## src/rtl/conv_layer_sequencer.sv

```systemverilog
// Frame-buffering sequencer for a bank of convolution units: fill one frame,
// broadcast it in lockstep, wait for every unit, then serialise all results.
//
// state   | meaning
// eFILL   | accepting upstream words into the frame buffer
// eSTART  | one-cycle start pulse to all units
// eSTREAM | broadcasting buffered words, gated on every unit being ready
// eWAIT   | waiting until every unit reports its results
// eDRAIN  | serialising results downstream; the final yumi releases the units

module conv_layer_sequencer #(
  parameter int NUM_CONVS          = 4,
  parameter int INPUT_LAYER_HEIGHT = 4,
  parameter int KERNEL_HEIGHT      = 3,
  parameter int KERNEL_WIDTH       = 2,
  parameter int WORD_SIZE          = 16
) (
  input  logic                 clk_i,
  input  logic                 reset_i,
  input  logic                 valid_i,
  output logic                 ready_o,
  input  logic [WORD_SIZE-1:0] data_i,
  output logic                 conv_start_o,
  output logic                 conv_valid_o,
  input  logic [NUM_CONVS-1:0] conv_ready_i,
  output logic [WORD_SIZE-1:0] conv_data_o,
  input  logic [NUM_CONVS-1:0] conv_valid_i,
  input  logic [NUM_CONVS*(INPUT_LAYER_HEIGHT-KERNEL_HEIGHT+1)*WORD_SIZE-1:0] conv_data_i,
  output logic                 conv_yumi_o,
  output logic                 valid_o,
  input  logic                 yumi_i,
  output logic [WORD_SIZE-1:0] data_o,
  output logic                 last_o
);

  localparam int FRAME = INPUT_LAYER_HEIGHT * KERNEL_WIDTH;
  localparam int OUT_H = INPUT_LAYER_HEIGHT - KERNEL_HEIGHT + 1;

  localparam int FW = $clog2(FRAME + 1);
  localparam int PW = $clog2(OUT_H + 1);
  localparam int UW = $clog2(NUM_CONVS + 1);

  // Index widths for the storage arrays themselves (counters carry one spare bit).
  localparam int FAW = (FRAME > 1) ? $clog2(FRAME) : 1;
  localparam int PAW = (OUT_H > 1) ? $clog2(OUT_H) : 1;
  localparam int UAW = (NUM_CONVS > 1) ? $clog2(NUM_CONVS) : 1;

  localparam logic [FW-1:0] FRAME_LAST = FW'(FRAME - 1);
  localparam logic [PW-1:0] POS_LAST   = PW'(OUT_H - 1);
  localparam logic [UW-1:0] UNIT_LAST  = UW'(NUM_CONVS - 1);

  if (KERNEL_HEIGHT > INPUT_LAYER_HEIGHT) begin : g_bad_kernel_height
    $error("conv_layer_sequencer: KERNEL_HEIGHT must not exceed INPUT_LAYER_HEIGHT");
  end
  if (NUM_CONVS < 1) begin : g_bad_num_convs
    $error("conv_layer_sequencer: NUM_CONVS must be at least 1");
  end

  typedef enum logic [2:0] {
    eFILL,
    eSTART,
    eSTREAM,
    eWAIT,
    eDRAIN
  } state_e;

  state_e        state_q, state_d;
  logic [FW-1:0] wr_cnt_q, wr_cnt_d;
  logic [FW-1:0] rd_cnt_q, rd_cnt_d;
  logic [PW-1:0] pos_cnt_q, pos_cnt_d;
  logic [UW-1:0] unit_cnt_q, unit_cnt_d;
  logic          wr_en;
  logic          bcast_go;
  logic          drain_last;

  logic [WORD_SIZE-1:0] frame_q  [FRAME];
  logic [WORD_SIZE-1:0] result_w [NUM_CONVS][OUT_H];

  for (genvar gu = 0; gu < NUM_CONVS; gu++) begin : g_unit
    for (genvar gp = 0; gp < OUT_H; gp++) begin : g_pos
      assign result_w[gu][gp] = conv_data_i[(gu*OUT_H + gp)*WORD_SIZE +: WORD_SIZE];
    end
  end

  always_ff @(posedge clk_i or posedge reset_i) begin
    if (reset_i) begin
      state_q    <= eFILL;
      wr_cnt_q   <= '0;
      rd_cnt_q   <= '0;
      pos_cnt_q  <= '0;
      unit_cnt_q <= '0;
    end else begin
      state_q    <= state_d;
      wr_cnt_q   <= wr_cnt_d;
      rd_cnt_q   <= rd_cnt_d;
      pos_cnt_q  <= pos_cnt_d;
      unit_cnt_q <= unit_cnt_d;
    end
  end

  // Frame storage is deliberately not reset; wr_cnt restarting at 0 makes stale contents unreachable.
  always_ff @(posedge clk_i) begin
    if (wr_en) begin
      frame_q[wr_cnt_q[FAW-1:0]] <= data_i;
    end
  end

  always_comb begin
    state_d      = state_q;
    wr_cnt_d     = wr_cnt_q;
    rd_cnt_d     = rd_cnt_q;
    pos_cnt_d    = pos_cnt_q;
    unit_cnt_d   = unit_cnt_q;
    wr_en        = 1'b0;
    bcast_go     = 1'b0;
    drain_last   = 1'b0;
    ready_o      = 1'b0;
    conv_start_o = 1'b0;
    conv_valid_o = 1'b0;
    conv_data_o  = '0;
    conv_yumi_o  = 1'b0;
    valid_o      = 1'b0;
    data_o       = '0;
    last_o       = 1'b0;

    case (state_q)
      eFILL: begin
        ready_o = 1'b1;
        if (valid_i) begin
          wr_en = 1'b1;
          if (wr_cnt_q == FRAME_LAST) begin
            wr_cnt_d = '0;
            state_d  = eSTART;
          end else begin
            wr_cnt_d = wr_cnt_q + FW'(1);
          end
        end
      end

      eSTART: begin
        conv_start_o = 1'b1;
        state_d      = eSTREAM;
      end

      eSTREAM: begin
        // Only broadcast when every unit can take the word, keeping all units in lockstep.
        bcast_go     = &conv_ready_i;
        conv_valid_o = bcast_go;
        conv_data_o  = frame_q[rd_cnt_q[FAW-1:0]];
        if (bcast_go) begin
          if (rd_cnt_q == FRAME_LAST) begin
            rd_cnt_d = '0;
            state_d  = eWAIT;
          end else begin
            rd_cnt_d = rd_cnt_q + FW'(1);
          end
        end
      end

      eWAIT: begin
        if (&conv_valid_i) begin
          state_d = eDRAIN;
        end
      end

      eDRAIN: begin
        drain_last = (unit_cnt_q == UNIT_LAST) && (pos_cnt_q == POS_LAST);
        valid_o    = 1'b1;
        last_o     = drain_last;
        data_o     = result_w[unit_cnt_q[UAW-1:0]][pos_cnt_q[PAW-1:0]];
        if (yumi_i) begin
          if (drain_last) begin
            conv_yumi_o = 1'b1;
            wr_cnt_d    = '0;
            rd_cnt_d    = '0;
            pos_cnt_d   = '0;
            unit_cnt_d  = '0;
            state_d     = eFILL;
          end else if (pos_cnt_q == POS_LAST) begin
            pos_cnt_d  = '0;
            unit_cnt_d = unit_cnt_q + UW'(1);
          end else begin
            pos_cnt_d = pos_cnt_q + PW'(1);
          end
        end
      end

      default: begin
        state_d = eFILL;
      end
    endcase
  end

endmodule
```

## config.mk

```make
export PLATFORM = sky130hd
export DESIGN_NAME = conv_layer_sequencer
export DESIGN_NICKNAME = d
export VERILOG_FILES = /design/src/rtl/conv_layer_sequencer.sv
export SDC_FILE = /design/constraint.sdc
export NUM_CORES = 1
export LEC_CHECK = 0
export BUFFER_PORTS_ARGS = -buffer_cell sky130_fd_sc_hd__buf_4
export CAP_MARGIN = 20
export CORE_ASPECT_RATIO = 1.1
export CORE_MARGIN = 10
export CORE_UTILIZATION = 47
export DETAILED_ROUTE_END_ITERATION = 16
export HOLD_SLACK_MARGIN = 0.06
export PLACE_DENSITY = 0.76
export SLEW_MARGIN = 20
export SYNTH_ARGS = -nofsm -noshare
export SYNTH_HDL_FRONTEND = slang
export SYNTH_SLANG_ARGS = --single-unit
```

## constraint.sdc

```tcl
create_clock -name clk_i -period 2.85 [get_ports clk_i]
set_input_delay 0.4275 -clock clk_i [delete_from_list [all_inputs] [get_ports clk_i]]
set_output_delay 0.4275 -clock clk_i [all_outputs]
set_load 0.01 [all_outputs]
```

After elaboration in Yosys (flattened, before gate mapping):

Memories as Yosys holds them, arrays and structs flattened.
Index checks and enable logic that the tools add are counted.

* memory bits (read-only): 0
* bits in writable memories: 128
* register bits after elaboration: 16
* word-level logic and storage cells: 81
* output and inout bits: 38
* memories: 1
* latch bits: 0
* input bits: 156

* shift operators: 0
* eq/ne operators: 15
* multipliers: 0
* bitwise operators: 2
* $add $sub $neg: 4
* divide/modulo/power cells: 0
* reductions and logical operators: 12
* $lt $le $gt $ge: 2
* mux-type cells: 40

Memories
* frame_q: words 8, bits a word 16, read ports 1, clocked after Yosys merged registers in 0, wr ports 1, RTL line 76 `logic [WORD_SIZE-1:0] frame_q [FRAME];`

Operators with widths (number)
* two-way mux 16 bit: 5
* binary-select mux 32 bit (select 2 bit): 1
* two-way mux 32 bit: 2
* two-way mux 3 bit: 9
* two-way mux 4 bit: 6
* case mux 4 bit (2 select lines): 2
* AND reduction 4 bit: 4
* case mux 3 bit (5 select lines): 1
* inequality test 2 bit, second input constant: 7
* two-way mux 1 bit: 12
* == test 3 x 2 -> 1 bit, second input constant: 3
* adder 4 x 1 -> 4 bit, second input constant: 2
* == test 4 x 3 -> 1 bit, second input constant: 2
* AND reduction 7 bit: 1
* nonzero test 2 bit: 3
* two-way mux 2 bit: 2
* adder 3 x 1 -> 3 bit, second input constant: 1
* == test 3 x 1 -> 1 bit, second input constant: 1
* == test 3 bit, second input constant: 1
* >= comparator 3 bit, second input constant: 1
* zero test 3 bit: 1
* inverter 2 -> 3 bit: 1
* AND reduction 3 bit: 1
* adder 2 x 1 -> 2 bit, second input constant: 1
* 5 further kinds: 5

Longest topological paths before layout:

Gate-level depths: netlist of run 1.

* depth after elaboration: 8
* depth in mapped cells: 6
* depth with buffers taken out: 4

Least setup slack after synthesis of run 1:

Ideal clock, no wire load.

* path type: reg2reg
* start: reg state_q[1]
* end: mem frame_q[0][0] (enable)
* period minus slack after synthesis: 2.741 ns
* stages on the path, launching flop included: 5
* setup slack: 0.109 ns
* data arrival time: 2.331 ns
* data required time: 2.441 ns
* cell sequence: dfrtp_1 -> clkbuf_1 -> nor4b_2 -> nand2b_1 -> nor3_1

* cells in the longest elaborated chain, start to end: 4

RTL lines
* from (decl): RTL line 67 `state_e state_q, state_d;`
* from (signal assigned): RTL line 87 `state_q <= eFILL;`
* from (signal assigned): RTL line 93 `state_q <= state_d;`
* zero test 3 bit: RTL line 126 `case (state_q)`
* two-way mux 1 bit: RTL line 126
* two-way mux 1 bit: RTL line 103 `if (wr_en) begin`
* two-way mux 1 bit (not written as such): RTL line 104 `frame_q[wr_cnt_q[FAW-1:0]] <= data_i;`
* to (decl): RTL line 76

Every way passes these cells.

Worst setup path in the final report of run 1:

* start: reg state_q[2]
* end: out data_o[2]

* cells in the longest elaborated chain, start to end: 2

RTL lines
* == test 3 bit: RTL line 126
* two-way mux 16 bit: RTL line 126
* to (decl): RTL line 32 `output logic [WORD_SIZE-1:0] data_o,`

Every way passes these cells.

==> flow_metrics.py, run 1 <==
metrics = {
    "clock_tree": {
        "postCtsResizedCells": 0,
        "postCtsSetupBuffers": 0,
        "cts-root-buf": "clkbuf_16",
        "numCtsBuffers": 17,
        "hold_buffers": 0,
        "cts_buffer_depth": 2,
        "cts_max_level": 4,
        "clkSlewWorstSetupHoldPaths_ns": 0.06,
        "cts_sinks": 144,
        "clkLatencyLatePin_ns": 0.41,
        "cts_tree": "done",
    },
    "finish": {
        "area_delta_synth_final_pct": 34.2,
        "fin_cells": 765,
        "mostFrequentLayoutCell": "buf_4",
        "most-common-layout-cells": "buf_4 (208), edfxtp_1 (128), mux4_2 (64), nor2_1 (27)",
        "fill_cells": 1009,
        "nets": 725,
        "diodes": 0,
        "post_route_cells_drive_above_1_share": 0.548,
    },
    "global_route": {
        "grt_max_degree": 37,
        "antenna_found_initial": 0,
        "grt_usage": 0.186,
        "grt_pass1_wl_um": 27800,
        "grt_overflow": 0,
        "grt_pass1_vias": 4885,
    },
    "critical_path": {
        "r2r_slack_ns": 0.74,
        "worst_setup_path_end_kind": "primary output",
        "crit_arrival_ns": 2.14,
        "worst_path_dominant_cell_family": "simple AND/OR/NAND/NOR gates",
        "reg2reg_from": "state_q[1]",
        "crit_slowest_cell": "or3b_2",
        "timing_worst_setup_path_type": "flop to primary output",
        "critPathBufInv": 1,
        "crit_required_ns": 2.42,
        "cp_max_fo": 22,
        "crit_path_cell_trace": "or3b_2 > nor2_1 > buf_4",
        "reg2reg_to": "frame_q[4][14]",
        "start_kind": "flop",
        "worstRegToRegCells": 4,
        "max_stage_delay_ns": 0.74,
    },
    "timing": {
        "skew_ns": 0.00759,
        "rsz0062_at_grt": "no",
        "slew_headroom": 0.582,
        "final_hold_viol_count": 0,
        "finalCritPeriodShare": 0.901,
        "post-route-min-period_ns": 2.57,
        "setup_tns_ns": 0,
        "drv_slew": 0,
        "max_freq_mhz": 389,
        "tightest_slew_ns": 0.627,
        "setup_viol": 0,
    },
    "logic_synthesis": {
        "synth_cell_types": 49,
        "synth_edf_count": 128,
        "ys_ff_latch": 144,
        "yosys.area.top_type_share": 0.572,
        "synthFlopType": "edfxtp_1",
        "syn-num-nets": 523,
        "avgSynthCellArea_um2": 18.5,
        "synth_area_um2": 6720,
        "synth_top_cell_by_area": "edfxtp_1",
        "synth_area_leaders": "edfxtp_1 (57%), mux4_2 (21%), dfrtp_1 (6.0%), mux2i_1 (2.5%), a22o_1 (2.2%)",
        "syn_inst": 364,
        "ys_warn_count": 0,
        "async_reset_ff_frac": 0.111,
        "synth.yosys.seq_area_share": 0.631,
    },
    "pwr": {
        "fin_total_pwr_uw": 7130,
        "peakVddDrop_mv": 0.398,
        "power_density_nw_per_um2": 790,
        "p_leak_uw": 0.00340,
    },
    "detailed_routing": {
        "via_per_inst": 5.56,
        "vias": 4256,
        "drc_errors": 0,
        "drt_iter0_drc": 285,
        "first_pass_iters": 4,
        "wl_per_cell_um": 23.2,
        "routed_wl_um": 17800,
        "ant_nets": 0,
    },
    "die": {
        "core_um2": 13900,
        "pin_count": 194,
        "die_area_um2": 19500,
        "num_rows": 45,
        "die_h_um": 145,
        "start_util": 0.483,
        "die_w_um": 134,
    },
    "place": {
        "place_congestion": 0.814,
        "hpwl_um": 12900,
        "io_buffer_count": 193,
        "placed_cells": 735,
    },
    "run": {
        "cap_viol_max_count": 0,
    },
    "outcome": {
        "status": "complete, no violations",
    },
    "hold_path": {
        "hp-class": "input port to asynchronous set/reset pin",
    },
}
[synthesized netlist by cell type, types with 3 or more instances]
cell type,n
nand2b_1,4
nor3_1,4
mux2i_1,17
mux4_2,64
clkbuf_1,11
ha_1,3
edfxtp_1,128
inv_1,6
a22o_1,17
buf_2,15
nand4_1,3
dfrtp_1,16
a21oi_1,3
o21ai_0,3
nor2_1,27
[worst max-delay path by stage]
stage | start | endpoint | depth (start not counted)
final | state_q[2] | data_o[2] | 3
after global routing | unit_cnt_q[0] | data_o[0] | 5
after CTS | unit_cnt_q[0] | data_o[12] | 5
after detailed placement | unit_cnt_q[0] | data_o[12] | 5
after floorplan | state_q[1] | frame_q[0][0] | 4
after global placement | unit_cnt_q[0] | data_o[12] | 5
[cell families after synthesis]
group                    synth area share
AND/OR/NAND/NOR                    0.0540
flip-flops                          0.631
adder cells (fa/ha/maj)           0.00558
buffers and inverters              0.0218
multiplexers                        0.243
AO/OA/AOI/OAI                      0.0432
XOR/XNOR                          0.00130
[worst register-to-register path: stages (launching register included)]
cell      delay [ns]
dfrtp_1         0.50
nor4b_2         0.59
nand2b_1        0.23
nor2_1          0.15
buf_4           0.30
[routing by layer]
| metal | share of wire | track usage | wire (µm) | vias up |
|---|---|---|---|---|
| li1 | - | - | - | 1920 |
| met1 | 0.36 | 0.203 | 6370 | 2106 |
| met2 | 0.54 | 0.332 | 9580 | 215 |
| met3 | 0.090 | 0.0690 | 1590 | 15 |
| met4 | 0.012 | 0.0490 | 209 | 0 |
| met5 | 0 | 0 | 0 | - |
[where the power goes]
group          total [µW]  leakage, µW  switching, µW  internal, µW
Sequential           2700      0.00136            171          2530
Combinational        2290      0.00175           1030          1250
Clock                2140     0.000287            781          1360
Total                7130      0.00340           1990          5140
[stage by stage]
stage	hold slack, ns	cell area, µm²	setup WS, ns	util
5_1_grt	0.167	9020	0.174	0.649
2_1_floorplan	0.341	6720	0.109	-
3_5_place_dp	0.466	8450	0.684	0.608
4_1_cts	0.134	9020	0.245	0.649
6_report	0.121	9020	0.282	0.649
3_3_place_gp	0.453	8450	0.729	0.608
[state kept, by name, summed over array words and instances, names as in the netlist]
name / cells
rd_cnt_q: 4
state_q: 3
pos_cnt_q: 2
wr_cnt_q: 4
unit_cnt_q: 3
frame_q: 128
[cell type report]
class,count,area [µm²],share of cell area
sequential,144,4250,0.471
multi-input combinational,187,2340,0.260
timing repair buffer,210,1600,0.177
clock buffer,18,429,0.0476
tap,188,235,0.0261
clock inverter,12,145,0.0161
inverter,6,22.5,0.00250
(Power assumes the default switching activity.)
==> run 2, diff against run 1 <==
- CELL_PAD_IN_SITES_DETAIL_PLACEMENT: unset -> 2
- CELL_PAD_IN_SITES_GLOBAL_PLACEMENT: unset -> 2
- CORE_UTILIZATION: 47 -> 33
- PLACE_DENSITY: 0.76 -> unset
- PLACE_DENSITY_LB_ADDON: unset -> 0.1
==> run 2 against run 1 <==
Net effect:
- clock power barely moved
- non-clock buffer count rose by 5
- utilization is 19 points lower
- maximum frequency is 2.1% lower
- via count is 2.3% higher
- largest power group unchanged
- largest cell class unchanged
- cell count rose by 9.3%
- final area grew 1.4%
- highest routed layer unchanged
- count of clock-buffer cells in the layout did not move
- combinational power rose by 3%
==> flow_metrics.py, run 2 (synthesis results as in run 1) <==
metrics = {
    "critical_path": {
        "cp_max_fo": 16,
        "crit_arrival_ns": 2.20,
        "r2r_slack_ns": 0.68,
        "worstRegToRegCells": 4,
        "reg2reg_to": "frame_q[7][3]",
        "endpoint": "conv_data_o[2]",
        "start_kind": "flop",
        "worst_setup_path_end_kind": "primary output",
        "crit_start": "state_q[1]",
        "timing_worst_setup_path_type": "flop to primary output",
        "reg2reg_from": "state_q[1]",
        "crit_required_ns": 2.42,
    },
    "clock_tree": {
        "clkSlewWorstSetupHoldPaths_ns": 0.06,
        "cts_max_level": 4,
        "cts_tree": "done",
        "postCtsSetupBuffers": 0,
        "postCtsResizedCells": 0,
        "clkLatencyLatePin_ns": 0.41,
        "cts_sinks": 144,
        "cts-root-buf": "clkbuf_16",
        "cts_buffer_depth": 2,
        "hold_buffers": 0,
        "numCtsBuffers": 17,
    },
    "finish": {
        "multi_input_area_um2": 2340,
        "fill_cells": 1867,
        "post_route_cells_drive_above_1_share": 0.555,
        "fin_cells": 836,
        "most-common-layout-cells": "buf_4 (212), edfxtp_1 (128), mux4_2 (64), nor2_1 (27)",
        "largest_reg_flops": 128,
        "mostFrequentLayoutCell": "buf_4",
        "nets": 730,
        "area_delta_synth_final_pct": 36.1,
        "diodes": 0,
        "seq_area_um2": 4250,
    },
    "timing": {
        "drv_slew": 0,
        "holdWs_ns": 0.121,
        "post-route-min-period_ns": 2.62,
        "final_hold_viol_count": 0,
        "skew_ns": 0.00970,
        "setup_viol": 0,
        "fin_ws_ns": 0.227,
        "max_freq_mhz": 381,
        "finalCritPeriodShare": 0.920,
        "tightest_slew_ns": 0.688,
        "setup_tns_ns": 0,
        "slew_headroom": 0.541,
        "rsz0062_at_grt": "no",
    },
    "die": {
        "pin_count": 194,
        "die_w_um": 156,
        "start_util": 0.337,
        "die_h_um": 170,
        "num_rows": 54,
        "die_area_um2": 26500,
        "core_um2": 19900,
    },
    "detailed_routing": {
        "top_layer": "met4",
        "wl_met3_um": 2180,
        "drt_iter0_drc": 157,
        "vias": 4354,
        "routed_wl_um": 21300,
        "first_pass_iters": 4,
        "wl_met1_um": 7710,
        "wl_per_cell_um": 25.5,
        "routed-wl-met2_um": 11300,
        "drc_errors": 0,
        "via_per_inst": 5.21,
        "ant_nets": 0,
    },
    "hold_path": {
        "hp-class": "input port to asynchronous set/reset pin",
    },
    "place": {
        "placed_cells": 804,
        "place_congestion": 0.778,
        "io_buffer_count": 193,
        "hpwl_um": 16400,
        "post-place-ws_ns": 0.586,
    },
    "global_route": {
        "antenna_found_initial": 0,
        "grt_pass1_vias": 5299,
        "grt_overflow": 0,
        "grt_pass1_wl_um": 32500,
        "grt_usage": 0.163,
        "grt_max_degree": 37,
    },
    "pwr": {
        "peakVddDrop_mv": 0.338,
        "p_leak_uw": 0.00341,
        "fin_total_pwr_uw": 7210,
        "power_density_nw_per_um2": 788,
    },
    "run": {
        "cap_viol_max_count": 0,
    },
    "outcome": {
        "status": "complete, no violations",
    },
}
-- run 2: cell types whose count changed in the layout (fill, tap and decap cells not counted), sizes merged --
cell      previous run  this run
bufinv               3         1
clkinv               9         0
clkinvlp             0         4
inv                  6        15
buf                210       215
-- run 2: worst min-delay path by stage --
stage / end / from / cells after the start / slack (ns)
after floorplan: pos_cnt_q[0] / reset_i / 1 / 0.34
after global placement: rd_cnt_q[3] / rd_cnt_q[3] / 1 / 0.46
after detailed placement: rd_cnt_q[3] / rd_cnt_q[3] / 1 / 0.50
after CTS: rd_cnt_q[3] / reset_i / 2 / 0.13
after global routing: rd_cnt_q[2] / reset_i / 2 / 0.17
final: rd_cnt_q[3] / reset_i / 2 / 0.12
-- run 2: worst max-delay path, cell delays in order (launching register included) --
cell and delay, ns:
dfrtp_1 0.55, or3b_4 0.47, nor2_2 0.09, buf_4 0.28, a22o_1 0.24, buf_4 0.14
-- run 2: metal layers --
layer / vias to the layer above / track usage
li1: 1944 / -
met1: 2235 / 0.171
met2: 166 / 0.292
met3: 9 / 0.0753
met4: 0 / 0.0370
met5: - / 0
-- run 2: metrics by stage --
| stage | area, µm² | utilization |
|---|---|---|
| 3_3_place_gp | 8580 | 0.430 |
| 2_1_floorplan | 6720 | - |
| 6_report | 9150 | 0.459 |
| 5_1_grt | 9150 | 0.459 |
| 3_5_place_dp | 8580 | 0.430 |
| 4_1_cts | 9150 | 0.459 |
-- run 2: cell type report --
class | instances | area share
timing repair buffer | 215 | 0.180
multi-input combinational | 187 | 0.256
inverter | 6 | 0.00246
tap | 252 | 0.0345
clock buffer | 18 | 0.0469
sequential | 144 | 0.464
clock inverter | 14 | 0.0155
-- run 2: where the power goes --
| part | internal (µW) | total (µW) | switching, µW |
|---|---|---|---|
| logic | 1270 | 2370 | 1100 |
| registers | 2530 | 2700 | 171 |
| clock network | 1230 | 2140 | 915 |
==> run 3, diff against run 2 <==
- PLACE_DENSITY_LB_ADDON: 0.1 -> 0.15
==> run 3 against run 2 <==
Net effect:
- hold slack got worse by 0.0012 ns
- clock skew rose by 0.0080 ns
- cell count shrank 0.48%
- via count rose by 1.5%
- final area rose by 0.67%
- wire length is 6.3% higher
- utilization increased by 0.31 points
==> flow_metrics.py, run 3 (synthesis results as in run 1) <==
metrics = {
    "global_route": {
        "antenna_found_initial": 0,
        "grt_max_degree": 36,
        "grt_overflow": 0,
        "grt_pass1_vias": 5322,
        "grt_pass1_wl_um": 33900,
        "grt_usage": 0.173,
    },
    "timing": {
        "tightest_slew_ns": 0.690,
        "post-route-min-period_ns": 2.69,
        "final_hold_viol_count": 0,
        "drv_slew": 0,
        "max_freq_mhz": 371,
        "rsz0062_at_grt": "no",
        "slew_headroom": 0.540,
        "setup_viol": 0,
        "setup_tns_ns": 0,
        "holdWs_ns": 0.120,
        "finalCritPeriodShare": 0.945,
        "skew_ns": 0.0177,
    },
    "critical_path": {
        "timing_worst_setup_path_type": "flop to primary output",
        "worstRegToRegCells": 4,
        "crit_arrival_ns": 2.27,
        "crit_required_ns": 2.42,
        "crit_start": "unit_cnt_q[0]",
        "start_kind": "flop",
        "reg2reg_from": "state_q[1]",
        "r2r_slack_ns": 0.66,
        "cp_max_fo": 12,
        "worst_setup_path_end_kind": "primary output",
        "reg2reg_to": "frame_q[5][12]",
        "endpoint": "data_o[1]",
    },
    "run": {
        "cap_viol_max_count": 0,
    },
    "die": {
        "num_rows": 54,
        "pin_count": 194,
        "die_area_um2": 26500,
        "die_h_um": 170,
        "core_um2": 19900,
        "start_util": 0.337,
        "die_w_um": 156,
    },
    "outcome": {
        "status": "complete, no violations",
    },
    "clock_tree": {
        "postCtsResizedCells": 0,
        "postCtsSetupBuffers": 0,
        "cts_max_level": 4,
        "cts_tree": "done",
        "numCtsBuffers": 17,
        "hold_buffers": 0,
        "cts-root-buf": "clkbuf_16",
        "clkSlewWorstSetupHoldPaths_ns": 0.06,
        "clkLatencyLatePin_ns": 0.42,
        "cts_sinks": 144,
        "cts_buffer_depth": 2,
    },
    "detailed_routing": {
        "wl_per_cell_um": 27.3,
        "vias": 4418,
        "first_pass_iters": 4,
        "drc_errors": 0,
        "via_per_inst": 5.31,
        "routed_wl_um": 22700,
        "drt_iter0_drc": 224,
        "ant_nets": 0,
    },
    "place": {
        "placed_cells": 801,
        "io_buffer_count": 193,
        "place_congestion": 0.810,
        "hpwl_um": 16200,
    },
    "pwr": {
        "peakVddDrop_mv": 0.380,
        "power_density_nw_per_um2": 826,
        "p_leak_uw": 0.00344,
        "fin_total_pwr_uw": 7610,
    },
    "finish": {
        "mostFrequentLayoutCell": "buf_4",
        "multi_input_area_um2": 2340,
        "post_route_cells_drive_above_1_share": 0.553,
        "seq_area_um2": 4250,
        "most-common-layout-cells": "buf_4 (209), edfxtp_1 (128), mux4_2 (64), nor2_1 (27)",
        "area_delta_synth_final_pct": 37.0,
        "fill_cells": 1862,
        "fin_cells": 832,
        "largest_reg_flops": 128,
        "nets": 727,
        "diodes": 0,
    },
    "hold_path": {
        "hp-class": "input port to asynchronous set/reset pin",
    },
}
[run 3: cell types whose count changed in the layout (fill, tap and decap cells not counted), sizes merged]
cell      change
buf           -3
bufinv        +4
clkbuf        -1
clkinv        +2
clkinvlp      -2
inv           -4
[run 3: final cells by class]
| class | instances | share of cell area |
|---|---|---|
| clock buffers | 17 | 0.0462 |
| clock inverters | 14 | 0.0249 |
| inverters | 6 | 0.00244 |
| multi-input cells | 187 | 0.254 |
| flip-flops and latches | 144 | 0.461 |
| well taps | 252 | 0.0342 |
| repair buffers | 212 | 0.177 |
[run 3: report_power, final]
part           internal, µW  total (µW)  switching (µW)  leakage, µW
Clock                  1570        2480             914     0.000313
Sequential             2530        2750             221      0.00136
Combinational          1280        2370            1090      0.00177
Total                  5380        7610            2230      0.00344
[run 3: critical path, stage by stage, from the launching register on]
cell and delay [ns]:
dfrtp_2 0.58, buf_4 0.30, mux4_2 0.52, mux2i_1 0.21, nor2_1 0.07, buf_4 0.17
[run 3: worst min-delay path by stage]
| stage | from | to |
|---|---|---|
| finish | reset_i | rd_cnt_q[2] |
| CTS | reset_i | rd_cnt_q[2] |
| global route | reset_i | rd_cnt_q[2] |
| global placement | rd_cnt_q[3] | rd_cnt_q[3] |
| detailed placement | rd_cnt_q[3] | rd_cnt_q[3] |
| floorplan | reset_i | pos_cnt_q[0] |
[run 3: through the flow]
stage	cell area [µm²]	setup WS [ns]	util
2_1_floorplan	6720	0.109	-
3_3_place_gp	8560	0.577	0.429
3_5_place_dp	8560	0.517	0.429
4_1_cts	9210	0.0562	0.462
5_1_grt	9210	0.000613	0.462
6_report	9210	0.156	0.462
[run 3: layer usage]
| metal | part of all wire | routed length [µm] | up-vias | GRT usage |
|---|---|---|---|---|
| met3 | 0.099 | 2240 | 4 | 0.0788 |
| li1 | - | - | 1931 | - |
| met4 | 0.0049 | 112 | 0 | 0.0361 |
| met2 | 0.51 | 11700 | 191 | 0.299 |
| met5 | 0 | 0 | - | 0 |
| met1 | 0.38 | 8680 | 2292 | 0.193 |
